File: config.mk
export PLATFORM = sky130hd
export DESIGN_NAME = bitcnt_iter
export DESIGN_NICKNAME = d
export VERILOG_FILES = /design/src/rtl/bitcnt_iter.sv
export SDC_FILE = /design/constraint.sdc
export NUM_CORES = 1
export LEC_CHECK = 0
export ABC_AREA = 1
export ABC_CLOCK_PERIOD_IN_PS = 9300
export CORE_MARGIN = 2
export CORE_UTILIZATION = 35
export CTS_CLUSTER_DIAMETER = 100
export DETAILED_ROUTE_END_ITERATION = 10
export GPL_TIMING_DRIVEN = 0
export SYNTH_ARGS = -nofsm -noshare
export SYNTH_HDL_FRONTEND = slang
export SYNTH_SLANG_ARGS = --single-unit
File: constraint.sdc
create_clock -name clock -period 9.3 [get_ports clock]
set_input_delay 1.86 -clock clock [delete_from_list [all_inputs] [get_ports clock]]
set_output_delay 1.86 -clock clock [all_outputs]
set_load 0.01 [all_outputs]
File: src/rtl/bitcnt_iter.sv
// bitcnt_iter: iterative clz/ctz/cpop/clo/cto, CHUNK bits per cycle; BITCNT_ITER_EARLY_EXIT_EN enables early termination.
module bitcnt_iter #(
    parameter int XLEN  = 64,
    parameter int CHUNK = 8
) (
    input  logic            clock,
    input  logic            reset,
    input  logic            din_valid,
    output logic            din_ready,
    input  logic [XLEN-1:0] din_data,
    input  logic [2:0]      din_func,
    output logic            dout_valid,
    input  logic            dout_ready,
    output logic [XLEN-1:0] dout_data
);
    localparam int CW = $clog2(XLEN) + 1;
    localparam logic [1:0] IDLE = 2'd0;
    localparam logic [1:0] BUSY = 2'd1;
    localparam logic [1:0] DONE = 2'd2;
    localparam logic [XLEN-1:0] MASK32 = XLEN'(64'h0000_0000_FFFF_FFFF);
    localparam logic [CW-1:0] W_FULL = CW'(XLEN);
    localparam logic [CW-1:0] W_HALF = CW'(32);
    localparam logic [CW-1:0] N_FULL = CW'(XLEN / CHUNK);
    localparam logic [CW-1:0] N_HALF = CW'(32 / CHUNK);

    logic [1:0]       state;
    logic [XLEN-1:0]  op;
    logic [CW-1:0]    cnt, steps, add, sum, w_lim, cnt_nx;
    logic             pop, lead, wop, found, last, early;
    logic             d_pop, d_inv, d_wop, d_lead;
    logic [CHUNK-1:0] c;

    function automatic logic [CW-1:0] lz(input logic [CHUNK-1:0] v);
        logic s;
        lz = '0;
        s = 1'b0;
        for (int i = CHUNK - 1; i >= 0; i--) begin
            s = s | v[i];
            lz = lz + CW'(!s);
        end
    endfunction

    function automatic logic [CW-1:0] tz(input logic [CHUNK-1:0] v);
        logic s;
        tz = '0;
        s = 1'b0;
        for (int i = 0; i < CHUNK; i++) begin
            s = s | v[i];
            tz = tz + CW'(!s);
        end
    endfunction

    function automatic logic [CW-1:0] pc(input logic [CHUNK-1:0] v);
        pc = '0;
        for (int i = 0; i < CHUNK; i++) pc = pc + CW'(v[i]);
    endfunction

    // clo/cto are stored inverted so they reuse the leading/trailing-zero path
    always_comb begin
        d_pop  = din_func[2:1] == 2'b10;
        d_inv  = din_func[2:1] == 2'b11;
        d_wop  = din_func[0] & !d_inv;
        d_lead = din_func == 3'b110 || din_func[2:1] == 2'b00;
        c      = lead ? op[XLEN-1 -: CHUNK] : op[CHUNK-1:0];
        add    = pop ? pc(c) : found ? '0 : lead ? lz(c) : tz(c);
        sum    = cnt + add;
        w_lim  = wop ? W_HALF : W_FULL;
        cnt_nx = sum > w_lim ? w_lim : sum;
        last   = steps == (wop ? N_HALF : N_FULL) - CW'(1);
    end

`ifdef BITCNT_ITER_EARLY_EXIT_EN
    assign early = !pop && !found && |c;
`else
    assign early = 1'b0;
`endif

    always_ff @(posedge clock) begin
        if (reset) begin
            state <= IDLE;
            op    <= '0;
            cnt   <= '0;
            steps <= '0;
            found <= 1'b0;
            pop   <= 1'b0;
            lead  <= 1'b0;
            wop   <= 1'b0;
        end else if (state == IDLE) begin
            if (din_valid) begin
                state <= BUSY;
                op    <= d_wop ? (d_lead ? (din_data & MASK32) << (XLEN - 32) : din_data & MASK32)
                               : d_inv ? ~din_data : din_data;
                cnt   <= '0;
                steps <= '0;
                found <= 1'b0;
                pop   <= d_pop;
                lead  <= d_lead;
                wop   <= d_wop;
            end
        end else if (state == BUSY) begin
            op    <= lead ? op << CHUNK : op >> CHUNK;
            cnt   <= cnt_nx;
            found <= found | (!pop & |c);
            steps <= steps + CW'(1);
            if (last || early) state <= DONE;
        end else if (dout_ready || state != DONE) begin
            state <= IDLE;
        end
    end

    assign din_ready  = state == IDLE;
    assign dout_valid = state == DONE;
    assign dout_data  = dout_valid ? {{(XLEN-CW){1'b0}}, cnt} : '0;
endmodule

==> impl_metrics.toml <==
[sta]
rsz0062_at_grt = "false"
finalClockSkew_ps = 8.78
fin_crit_sh_pct = 64.8
fmax_mhz = 166
layout_min_cycle_time_ps = 6030
finalHoldViolations = 0
setup_viol = 0
finalSetupTns_ps = 0
maxSlewHeadroom_pct = 58.2
holdWs_ps = 471
tightestPinTransition_ps = 626
slew_viol_final = 0

[placement]
hpwl_mm = 20.7
gp_congestion = 1.02
io_buffers = 78

[route]
detail-route-antenna-nets = 0
firstDrtPassIters = 6
dr.first_iter.drc_count = 763
vias = 7703
routedWlPerCell_um = 17.1
detail_route.vias_per_cell = 5.01
routed_wl_mm = 26.2
route.detailed.drc = 0

[floorplanning]
rows = 51
core_area_mm2 = 0.0193
fp.dieArea_mm2 = 0.0208
die_w_um = 144
die_height_um = 144
boundaryPins = 137
start_util_pct = 35.5

[synthesis]
avgSynthCellArea_um2 = 6.12
synth_area_mm2 = 0.00687
ys_ff_latch = 84
synth.distinct_cells = 37
ys_seq_area_share_pct = 24.5
synth_warnings = 0
syn_inst = 1122

[final_layout]
final_common_cell = "nand2_1"
utilization_pct = 43.9
nets = 1370
antenna_cells = 0
area_growth_pct = 23.5
layout_common_cells = "nand2_1 (258), nand3_1 (176), a21oi_1 (88), nor2_1 (88), dfxtp_1 (84)"
drive_gt1_share_pct = 11.3

[cts]
numCtsBuffers = 9
cts_tree = "done"
cts_sinks = 84
cts_hold_buf = 0
cts_resized = 0
post-cts-setup-buffer-count = 0
root_buffer = "clkbuf_16"
cts_buffer_depth = 2
htreeDepth = 3
cts.clk_slew.worst_paths_ps = 70
clock_latency_ps = 360

[worst_setup_path]
critPathMaxFanout = 10
rr_worst_depth = 31
required_ps = 9590
arrival_ps = 6320
slowest_delay_ps = 530
cp-end-kind = "flop"
start_kind = "flop"
cp_slowest_cell = "fa_1"
crit_type = "reg -> reg"

[hold_path]
holdPathStages = 2
hold_path.class = "reg -> reg"

[pwr]
p_switching_w = 0.000553
swShare_pct = 39.9
internal-power_w = 0.000835
p_total_w = 0.00139
p_clk_share_pct = 27.1
ir_drop_v = 0.0000920
leakage_nw = 3.83
p_seq_share_pct = 31.3
powerDensity_mw_per_mm2 = 164
p_comb_share_pct = 41.6

[grt]
grt_pass1_vias = 6824
grt_start_max_net_pins = 15
grt_use_total_pct = 25.5
grt_pass1_wl_mm = 39.4
gr-total-overflow = 0
antenna_found_initial = 0

[job]
cap_violations = 0

[outcome]
status = "finished, final reports clean"
## per-layer routing
| metal | share of wire (%) | track usage, % |
|---|---|---|
| met3 | 8.8 | 5.30 |
| met5 | 0 | 0 |
| met4 | 4.5 | 13.7 |
| met2 | 44 | 38.7 |
| met1 | 43 | 34.0 |
## state kept, by name, summed over array words and instances (netlist names)
name   flops
wop        1
pop        1
steps      7
found      1
lead       1
state      2
cnt        7
op        64
## worst max-delay path, delay by kind of cell (launching register included)
family                   cells  cell delay, ps
adder cells (fa/ha/maj)      7            2430
AND/OR/NAND/NOR             12            1710
AO/OA/AOI/OAI                6             860
buffers and inverters        6             510
flip-flops                   1             430
## kinds of logic (layout without fill, tap and decap cells)
kind of cell	after synthesis	in the layout	share of synthesized area (%)
compound gates	229	229	17.4
mux	1	1	0.146
buf+inv	224	318	16.1
xor+xnor	3	3	0.383
simple gates	548	548	34.4
other cells	1	57	0.0546
flops	84	84	24.5
fa+ha+maj	32	32	7.03
## Yosys cell counts
cell,number,area [um^2]
inv_1,76,285
or2_2,4,25.0
o21bai_1,2,15.0
mux2i_1,1,10.0
nand2_2,4,25.0
o21ai_4,1,16.3
nor3_4,2,32.5
inv_2,18,67.6
nor2_1,88,330
o21ai_0,75,375
o2111ai_1,1,8.76
buf_4,57,428
and2_1,2,12.5
nor3_2,1,10.0
conb_1,1,3.75
o22ai_1,4,25.0
fa_1,11,220
a21oi_1,88,440
nand3_1,176,881
buf_6,1,11.3
or2_1,2,12.5
o31ai_1,1,7.51
dfxtp_1,84,1680
nor2_2,6,37.5
o21ai_1,51,255
a211oi_1,1,7.51
nor3_1,3,15.0
buf_1,4,15.0
clkbuf_1,34,128
a221oi_1,3,26.3
ha_1,21,263
o21a_1,1,7.51
nand4_1,2,12.5
nand2_1,258,968
buf_2,34,170
a21oi_2,1,8.76
xnor2_1,3,26.3
## final timing paths
path	slack, ps	to	startpoint
worst min-delay path	470	found$_SDFFE_PP0P_	found$_SDFFE_PP0P_
worst min register to register	470	found$_SDFFE_PP0P_	found$_SDFFE_PP0P_
worst max-delay path	3270	cnt[2]$_SDFFE_PP0P_	lead$_SDFFE_PP0P_
worst max register to register	3270	cnt[2]$_SDFFE_PP0P_	lead$_SDFFE_PP0P_
## power groups by stage
stage | registers (W) | clock network (W) | logic (W)
floorplan | 0.000426 | 0 | 0.000414
global placement | 0.000441 | 0 | 0.000571
detailed placement | 0.000441 | 0 | 0.000573
CTS | 0.000433 | 0.000378 | 0.000575
global route | 0.000438 | 0.000393 | 0.000659
finish | 0.000435 | 0.000376 | 0.000578
## area by class of cell
class / count / area (um^2)
buffer: 130 / 752
clock buffer: 10 / 229
clock inverter: 6 / 65.1
fill: 2069 / 10900
inverter: 94 / 353
multi-input combinational: 870 / 4290
sequential: 84 / 1680
tap: 265 / 332
timing repair buffer: 78 / 781
## metrics by stage
step                setup slack [ps]  instances  instance area [um^2]
global placement                3370       1521                  8190
detailed placement              3300       1521                  8190
finish                          3270       1537                  8480
global route                    2760       1537                  8480
CTS                             3290       1537                  8480
floorplan                       3950       1178                  7080
Power figures use the tool's default switching activity.
